## config.mk

```make
export PLATFORM = sky130hd
export DESIGN_NAME = debug_read_mux_flat
export DESIGN_NICKNAME = d
export VERILOG_FILES = /design/src/rtl/debug_read_mux_if.sv /design/src/rtl/debug_read_mux.sv /design/src/flat_wrapper.sv
export SDC_FILE = /design/constraint.sdc
export NUM_CORES = 1
export LEC_CHECK = 0
export ABC_CLOCK_PERIOD_IN_PS = 1800
export BUFFER_PORTS_ARGS = -buffer_cell sky130_fd_sc_hd__buf_2
export CORE_AREA = 3 3 121 123
export DETAILED_ROUTE_END_ITERATION = 12
export DIE_AREA = 0 0 124 126
export GPL_ROUTABILITY_DRIVEN = 1
export PLACE_DENSITY_LB_ADDON = 0.2
export SYNTH_ARGS = -nofsm -noshare
export SYNTH_HDL_FRONTEND = slang
export SYNTH_SLANG_ARGS = --single-unit
export TNS_END_PERCENT = 30
```

## constraint.sdc

```tcl
create_clock -name Clk -period 1.8 [get_ports Clk]
set_input_delay 0.36 -clock Clk [delete_from_list [all_inputs] [get_ports Clk]]
set_output_delay 0.36 -clock Clk [all_outputs]
set_load 0.005 [all_outputs]
```

## src/rtl/debug_read_mux_if.sv

```systemverilog
// Debug read request/response bus: request strobe and address, probe inputs,
// the two memory read ports and the response/status outputs.
interface debug_read_mux_if #(
  parameter int DATA_W     = 32,
  parameter int ADDR_W     = 8,
  parameter int NUM_PROBES = 6,
  parameter int MEM_AW     = 5
);
  logic                         req_valid;
  logic [ADDR_W-1:0]            req_addr;
  logic [NUM_PROBES*DATA_W-1:0] probe_data;
  logic [MEM_AW-1:0]            rf_addr;
  logic                         rf_rd_en;
  logic [DATA_W-1:0]            rf_rdata;
  logic [MEM_AW-1:0]            dm_addr;
  logic                         dm_rd_en;
  logic [DATA_W-1:0]            dm_rdata;
  logic [DATA_W-1:0]            rsp_data;
  logic                         rsp_valid;
  logic                         rsp_err;
  logic                         busy;
  logic                         req_drop;

  modport master (
    output req_valid, req_addr, probe_data, rf_rdata, dm_rdata,
    input  rf_addr, rf_rd_en, dm_addr, dm_rd_en,
    input  rsp_data, rsp_valid, rsp_err, busy, req_drop
  );

  modport slave (
    input  req_valid, req_addr, probe_data, rf_rdata, dm_rdata,
    output rf_addr, rf_rd_en, dm_addr, dm_rd_en,
    output rsp_data, rsp_valid, rsp_err, busy, req_drop
  );
endinterface

```

## src/rtl/debug_read_mux.sv

```systemverilog
// Debug read mux: a rising edge on req_valid reads a probe (1-cycle response),
// RF or DM (read enable held RD_LAT cycles, response one cycle later) or flags an error.
module debug_read_mux #(
  parameter int DATA_W     = 32,
  parameter int ADDR_W     = 8,
  parameter int SEL_W      = 3,
  parameter int NUM_PROBES = 6,
  parameter int MEM_AW     = 5,
  parameter int RD_LAT     = 8
) (
  input logic            Clk,
  input logic            Reset,
  debug_read_mux_if.slave bus
);

  localparam int CNT_W = (RD_LAT > 1) ? $clog2(RD_LAT) : 1;
  localparam logic [CNT_W-1:0] CNT_LOAD = CNT_W'(RD_LAT - 1);

  localparam logic [1:0] IDLE     = 2'd0;
  localparam logic [1:0] MEM_WAIT = 2'd1;
  localparam logic [1:0] RESP     = 2'd2;

  logic [1:0]        state_q, state_d;
  logic [CNT_W-1:0]  cnt_q, cnt_d;
  logic              req_prev_q, req_prev_d;
  logic [MEM_AW-1:0] rf_addr_q, rf_addr_d;
  logic [MEM_AW-1:0] dm_addr_q, dm_addr_d;
  logic              rf_rd_en_q, rf_rd_en_d;
  logic              dm_rd_en_q, dm_rd_en_d;
  logic [DATA_W-1:0] rsp_data_q, rsp_data_d;
  logic              rsp_valid_q, rsp_valid_d;
  logic              rsp_err_q, rsp_err_d;
  logic              req_drop_q, req_drop_d;

  logic              req_edge;
  logic [SEL_W-1:0]  sel;
  logic [MEM_AW-1:0] off;
  logic              probe_hit;
  logic [DATA_W-1:0] probe_word;

  assign req_edge = bus.req_valid & ~req_prev_q;
  assign sel      = bus.req_addr[ADDR_W-1 -: SEL_W];
  assign off      = bus.req_addr[MEM_AW-1:0];

  always_comb begin
    probe_hit  = 1'b0;
    probe_word = '0;
    for (int k = 0; k < NUM_PROBES; k++) begin
      if (sel == SEL_W'(k + 1)) begin
        probe_hit  = 1'b1;
        probe_word = bus.probe_data[k*DATA_W +: DATA_W];
      end
    end
  end

  always_comb begin
    state_d     = state_q;
    cnt_d       = cnt_q;
    req_prev_d  = bus.req_valid;
    rf_addr_d   = rf_addr_q;
    dm_addr_d   = dm_addr_q;
    rf_rd_en_d  = rf_rd_en_q;
    dm_rd_en_d  = dm_rd_en_q;
    rsp_data_d  = rsp_data_q;
    rsp_valid_d = 1'b0;
    rsp_err_d   = rsp_err_q;
    req_drop_d  = 1'b0;

    case (state_q)
      IDLE: begin
        if (req_edge) begin
          if (sel == '0) begin
            rf_addr_d  = off;
            rf_rd_en_d = 1'b1;
            cnt_d      = CNT_LOAD;
            state_d    = MEM_WAIT;
          end else if (sel == {SEL_W{1'b1}}) begin
            dm_addr_d  = off;
            dm_rd_en_d = 1'b1;
            cnt_d      = CNT_LOAD;
            state_d    = MEM_WAIT;
          end else if (probe_hit) begin
            rsp_data_d  = probe_word;
            rsp_valid_d = 1'b1;
            rsp_err_d   = 1'b0;
            state_d     = RESP;
          end else begin
            rsp_data_d  = '0;
            rsp_valid_d = 1'b1;
            rsp_err_d   = 1'b1;
            state_d     = RESP;
          end
        end
      end
      MEM_WAIT: begin
        req_drop_d = req_edge;
        if (cnt_q == '0) begin
          // Only one read enable is ever live, so it identifies the source.
          rsp_data_d  = dm_rd_en_q ? bus.dm_rdata : bus.rf_rdata;
          rsp_valid_d = 1'b1;
          rsp_err_d   = 1'b0;
          rf_rd_en_d  = 1'b0;
          dm_rd_en_d  = 1'b0;
          state_d     = RESP;
        end else begin
          cnt_d = cnt_q - CNT_W'(1);
        end
      end
      RESP: begin
        req_drop_d = req_edge;
        state_d    = IDLE;
      end
      default: state_d = IDLE;
    endcase
  end

  always_ff @(posedge Clk or posedge Reset) begin
    if (Reset) begin
      state_q     <= IDLE;
      cnt_q       <= '0;
      req_prev_q  <= 1'b0;
      rf_addr_q   <= '0;
      dm_addr_q   <= '0;
      rf_rd_en_q  <= 1'b0;
      dm_rd_en_q  <= 1'b0;
      rsp_data_q  <= '0;
      rsp_valid_q <= 1'b0;
      rsp_err_q   <= 1'b0;
      req_drop_q  <= 1'b0;
    end else begin
      state_q     <= state_d;
      cnt_q       <= cnt_d;
      req_prev_q  <= req_prev_d;
      rf_addr_q   <= rf_addr_d;
      dm_addr_q   <= dm_addr_d;
      rf_rd_en_q  <= rf_rd_en_d;
      dm_rd_en_q  <= dm_rd_en_d;
      rsp_data_q  <= rsp_data_d;
      rsp_valid_q <= rsp_valid_d;
      rsp_err_q   <= rsp_err_d;
      req_drop_q  <= req_drop_d;
    end
  end

  assign bus.rf_addr   = rf_addr_q;
  assign bus.rf_rd_en  = rf_rd_en_q;
  assign bus.dm_addr   = dm_addr_q;
  assign bus.dm_rd_en  = dm_rd_en_q;
  assign bus.rsp_data  = rsp_data_q;
  assign bus.rsp_valid = rsp_valid_q;
  assign bus.rsp_err   = rsp_err_q;
  assign bus.req_drop  = req_drop_q;
  assign bus.busy      = (state_q != IDLE);

endmodule

```

## src/flat_wrapper.sv

```systemverilog
// flat-port wrapper written by rule: the top's interface ports become plain ports
module debug_read_mux_flat 
#(
  parameter int DATA_W     = 32,
  parameter int ADDR_W     = 8,
  parameter int SEL_W      = 3,
  parameter int NUM_PROBES = 6,
  parameter int MEM_AW     = 5,
  parameter int RD_LAT     = 8
)
  (Clk, Reset, bus_req_valid, bus_req_addr, bus_probe_data, bus_rf_rdata, bus_dm_rdata, bus_rf_addr, bus_rf_rd_en, bus_dm_addr, bus_dm_rd_en, bus_rsp_data, bus_rsp_valid, bus_rsp_err, bus_busy, bus_req_drop);
  debug_read_mux_if #(.DATA_W(DATA_W), .ADDR_W(ADDR_W), .NUM_PROBES(NUM_PROBES), .MEM_AW(MEM_AW)) bus_i ();
  input logic Clk;
  input logic Reset;
  input wire logic [$bits(bus_i.req_valid)-1:0] bus_req_valid;
  input wire logic [$bits(bus_i.req_addr)-1:0] bus_req_addr;
  input wire logic [$bits(bus_i.probe_data)-1:0] bus_probe_data;
  input wire logic [$bits(bus_i.rf_rdata)-1:0] bus_rf_rdata;
  input wire logic [$bits(bus_i.dm_rdata)-1:0] bus_dm_rdata;
  output wire logic [$bits(bus_i.rf_addr)-1:0] bus_rf_addr;
  output wire logic [$bits(bus_i.rf_rd_en)-1:0] bus_rf_rd_en;
  output wire logic [$bits(bus_i.dm_addr)-1:0] bus_dm_addr;
  output wire logic [$bits(bus_i.dm_rd_en)-1:0] bus_dm_rd_en;
  output wire logic [$bits(bus_i.rsp_data)-1:0] bus_rsp_data;
  output wire logic [$bits(bus_i.rsp_valid)-1:0] bus_rsp_valid;
  output wire logic [$bits(bus_i.rsp_err)-1:0] bus_rsp_err;
  output wire logic [$bits(bus_i.busy)-1:0] bus_busy;
  output wire logic [$bits(bus_i.req_drop)-1:0] bus_req_drop;
  assign bus_i.req_valid = bus_req_valid;
  assign bus_i.req_addr = bus_req_addr;
  assign bus_i.probe_data = bus_probe_data;
  assign bus_i.rf_rdata = bus_rf_rdata;
  assign bus_i.dm_rdata = bus_dm_rdata;
  assign bus_rf_addr = bus_i.rf_addr;
  assign bus_rf_rd_en = bus_i.rf_rd_en;
  assign bus_dm_addr = bus_i.dm_addr;
  assign bus_dm_rd_en = bus_i.dm_rd_en;
  assign bus_rsp_data = bus_i.rsp_data;
  assign bus_rsp_valid = bus_i.rsp_valid;
  assign bus_rsp_err = bus_i.rsp_err;
  assign bus_busy = bus_i.busy;
  assign bus_req_drop = bus_i.req_drop;
  debug_read_mux #(.DATA_W(DATA_W), .ADDR_W(ADDR_W), .SEL_W(SEL_W), .NUM_PROBES(NUM_PROBES), .MEM_AW(MEM_AW), .RD_LAT(RD_LAT)) u_core (.Clk(Clk), .Reset(Reset), .bus(bus_i));
endmodule
```

# Word level (Yosys, flattened, before mapping)
# Index checks and enable logic that the tools add are counted.
# word_totals
reg_bits	53
elab_cells	93
# classes
n_eq_ne	17
mux	48
bitwise_logic	3
add_sub_neg	1
reduce_logical	13
# ops
op	count
two-way mux 32 bit	12
one-hot mux 32 bit (2 select lines)	1
two-way mux 1 bit	21
== test 3 bit, second input constant	4
two-way mux 3 bit	4
AND reduction 4 bit	3
AND reduction 5 bit	2
two-way mux 2 bit	4
inequality test 2 x 1 -> 1 bit, second input constant	4
one-hot mux 1 bit (2 select lines)	4
== test 3 x 2 -> 1 bit, second input constant	2
logical NOT 3 bit	2
inequality test 2 bit, second input constant	3
one-hot mux 3 bit (2 select lines)	1
one-hot mux 2 bit (2 select lines)	1
nonzero test 2 bit	2
== test 3 x 1 -> 1 bit, second input constant	1
inequality test 3 x 1 -> 1 bit, second input constant	1
AND reduction 3 bit	1
subtractor 3 x 1 -> 3 bit, second input constant	1
== test 2 x 1 -> 1 bit, second input constant	1
== test 2 bit, second input constant	1
logical NOT 2 bit	1
NOT 1 bit	2
other kinds (3)	3

# Depth between registers and ports, before layout
# logic_depth
word_depth	12
ltp_mapped	9
mapped_depth_nobuf	6

# Worst setup path before layout
# OpenSTA, ideal clock, no wires.
# synth_timing
kind	register to register
from	reg u_core.cnt_q[0]
to	reg u_core.rsp_data_q[0], in the netlist u_core.bus.rsp_data[0]
synth_period_minus_slack_ns	1.898
slack_ns	-0.098
stages_incl_launch_ff	9
path_buffers	2
required_ns	1.675
arrival_time_ns	1.773
cell_sequence	dfrtp_1 -> inv_1 -> ha_1 -> nand2b_1 -> a22oi_2 -> and3_1 -> buf_2 -> buf_6 -> mux2_4
# synth_between
elab_chain_cells	3
# synth_lines
element	line	text
from (decl)	debug_read_mux.sv:24	logic [CNT_W-1:0] cnt_q, cnt_d;
from (signal assigned)	debug_read_mux.sv:132	cnt_q <= cnt_d;
logical NOT 3 bit	debug_read_mux.sv:97	if (cnt_q == '0) begin
inequality test 2 x 1 -> 1 bit (no source line)	n/a	
AND reduction 5 bit (no source line)	n/a	
to (signal assigned)	debug_read_mux.sv:138	rsp_data_q <= rsp_data_d;
to (decl)	debug_read_mux.sv:30	logic [DATA_W-1:0] rsp_data_q, rsp_data_d;
# Every way passes these cells.
# A chain may end at the register's enable or synchronous reset.

# Final worst setup path
# layout_timing
from	reg u_core.cnt_q[1]
to	reg u_core.rsp_data_q[2], in the netlist u_core.bus.rsp_data[2]
# The elaborated chain is that of the path after synthesis.

==> metrics.md <==
| Metric | Value |
|---|---|
| EDFF count, synth | 0 |
| Worst-path fanout max | 7 |
| CTS Buf Count | 5 |
| Initial core utilization | 34.1% |
| R2R cell count | 6 |
| Syn Inst Count | ~550 |
| Setup TNS | 0 ps |
| Wire per inst | 19.1 µm |
| Post-route ant nets | 0 |
| # diodes | 0 |
| CTS sink count | 53 |
| Least-Margin Pin Slew | between 600 and 700 ps |
| # DRC | 0 |
| Syn_nets | 820 |
| Setup Viol. Count Final | 0 |
| GR Layer Usage met3 | approximately 4.8% |
| Met2 usage | 42.9% |
| Gr busiest metal | met2 |
| Tmin final | 1730 ps |
| Cell variety after synth | 51 |
| Largest family of logic cells by synthesized area | compound AO/OA/AOI/OAI gates |
| Post-placement cell area | 6630 µm² |
| Layout cell share with drive strength beyond 1 | between 50% and 60% |
| Post-DP HPWL | ~15000 µm |
| Fin area | approximately 7000 µm² |
| Kind of critical path | reg -> reg |
| Vias in the first global route | approximately 5800 |
| Critical Path End Type | flip-flop |
| Tcrit/Tclk final | approximately 96% |
| Gpl congestion | about 0.84 |
| Syn Std Cell Area | between 4000 and 5000 µm² |
| Worst hold path type | in -> async |
| Synth Area in XOR/XNOR | 0% |
| Yosys top cell by area | dfrtp_1 |
| Bufs on Longest Clock Path | 2 |
| Final #Nets | roughly 1100 |
| Gr usage total | around 24% |
| Final Hold Fails | 0 |
| Die ar. | 15600 µm² |
| Power Density | roughly 990 nW/µm² |
| First-pass GRT wire length | ~30000 µm |
| Max Slew Vio Count | 0 |
| Die X | around 120 µm |
| Placeable Area | 13800 µm² |
| Top FF cell, synth | dfrtp_1 |
| Multi-input logic area | between 3000 and 4000 µm² |
| Crit path DAT | 1920 ps |
| Synthesized area per cell | around 8.6 µm² |
| H-Tree Depth | 2 |
| Relative slew slack | 58.3% |
| Max Freq | ~580 MHz |
| Row count | 43 |
| Iteration-0 DRC Markers | between 200 and 300 |
| Async SR Flop Fraction | 100% |
| Area contributors post-synth | dfrtp_1 (28%), mux2_2 (9.6%), nand2_1 (7.0%), o32a_1 (5.7%), a21oi_1 (3.7%) |
| WL final | roughly 20000 µm |
| Leakage | roughly 3.3 nW |
| Seq. cell area | 1330 µm² |
| Hold_ws | approximately 120 ps |
| Via/cell ratio | between 5 and 6 |
| Synth warn | 0 |
| Mux contribution to synthesized area | between 10% and 20% |
| Crit start category | flip-flop |
| Seq/Total Area, Yosys | 28.2% |
| Clock Root Buffer | clkbuf_16 |
| Compound-Gate Fraction of Synth Area | ~29% |
| Die Span Y | about 130 µm |
| IR drop worst, VDD | 0.513 mV |
| Via Count | around 5700 |
| Cts hold-fix bufs | 0 |
| Synthesized flop and latch total | 53 |
| # fillers | approximately 1400 |
| Commonest non-fill, non-tap cell in the layout | buf_2 |
| MaxCap Viol Count | 0 |
| Run status | finished clean |
| Number of top-level pins | between 300 and 400 |
| Initial antenna violation count | 1 |
| Clock Skews | around 5.5 ps |
| Area fraction of the dominant cell type after synthesis | between 20% and 30% |
| Clock Pin Slew Worst Setup and Hold Paths | roughly 80 ps |
| Layout area overhead | 45.2% |
| Post-synthesis adder-cell area fraction | 1.06% |
| RSZ-0062 raised after global routing | true |
| Largest net degree at the start of global routing | 54 |
| Worst Path Required | 1990 ps |
| Buffers on Ports | 314 |
| Commonest cells after routing, fill and taps aside | buf_2 (313), nand2_1 (88), dfrtp_1 (52) |
| Aggregate global routing overflow | 0 |
| CTS tree | yes |
| GRT met1 Usage | about 29% |
| Worst-Skew Late Latency | around 300 ps |
| Initial DRT Pass Iterations | 6 |
| Post-Synth Simple-Gate Area | 19.9% |
==> flip-flops by register name (all words and copies together) (netlist names), 2 cells and up <==
name                 cells
u_core.bus.rsp_data     32
u_core.bus.dm_addr       5
u_core.bus.rf_addr       5
u_core.cnt_q             3
u_core.state_q           2
==> final timing paths <==
kind,from,to,slack [ps]
setup / recovery,u_core.cnt_q[1]$_DFFE_PP0P_,u_core.bus.rsp_data[2]$_DFFE_PP0P_,70
min in group Clk,bus_req_valid,u_core.req_prev_q$_DFF_PP0_,190
hold / removal,Reset,u_core.bus.rsp_data[0]$_DFFE_PP0P_,120
setup reg to reg,u_core.cnt_q[1]$_DFFE_PP0P_,u_core.bus.rsp_data[2]$_DFFE_PP0P_,70
max in group asynchronous,Reset,u_core.bus.dm_rd_en$_DFFE_PP0P_,1420
hold reg to reg,u_core.bus.dm_addr[2]$_DFFE_PP0P_,u_core.bus.dm_addr[2]$_DFFE_PP0P_,490
==> timing repair <==
| item | CTS | global route |
|---|---|---|
| buffers inserted | 0 | 2 |
| pin swaps | 0 | 1 |
| resized for setup | 2 | 8 |
| endpoints found under the setup margin | 19 | 37 |
==> worst max-delay path, stage by stage, from the launching register on <==
cell,delay (ps)
dfrtp_1,380
inv_2,90
ha_4,140
nand2b_1,100
a22oi_2,240
and3_4,310
mux2_2,350
==> layout make-up <==
type,count,area share [%]
clock buffer,5,1.83
clock inverter,3,0.367
inverter,13,0.715
multi-input combinational,420,44.6
sequential,53,19.4
tap,180,3.30
timing repair buffer,354,29.8
==> routing by layer <==
layer	routed length, µm	share of wire, %
met4	642	3.3
met1	7780	40
met5	13	0.066
met2	9770	50
met3	1430	7.3
==> kinds of logic after synthesis <==
group                      after synthesis
muxes                                   59
and+or+nand+nor                        186
buffers and inverters                   76
DFF                                     53
AOI/OAI and AO/OA                      171
adders and majority gates                4
==> power by group <==
part	total [mW]	internal (mW)	switching, mW
clock network	1.02	0.525	0.491
logic	3.74	1.98	1.76
registers	2.03	1.72	0.317
==> cells in the mapped netlist, types with 7 or more instances <==
| master | instances |
|---|---|
| nor2b_1 | 10 |
| mux2_2 | 40 |
| mux2i_1 | 13 |
| a32oi_1 | 17 |
| inv_1 | 13 |
| a31oi_1 | 15 |
| dfrtp_1 | 53 |
| o32a_1 | 27 |
| buf_1 | 7 |
| buf_2 | 26 |
| nand2_1 | 88 |
| or2_1 | 10 |
| nand2b_1 | 9 |
| a21oi_1 | 35 |
| nor2_1 | 20 |
| o22ai_1 | 16 |
| nor4bb_1 | 11 |
| a221o_1 | 11 |
| buf_4 | 8 |
| clkbuf_1 | 19 |
| or3_1 | 17 |
| a221oi_2 | 10 |
| a221oi_1 | 11 |
==> metrics by stage <==
| stage | setup WS (ps) | total power, mW | instances | util [%] |
|---|---|---|---|---|
| global placement | -146 | 5.66 | 1018 | 48.1 |
| floorplan | -14.2 | 4.09 | 549 | - |
| global route | -20.3 | 7.28 | 1028 | 49.6 |
| detailed placement | -269 | 5.74 | 1018 | 48.1 |
| CTS | 46.4 | 6.80 | 1026 | 49.2 |
| finish | 73.2 | 6.79 | 1028 | 49.6 |
No activity file was read; power rests on OpenSTA's default activity.
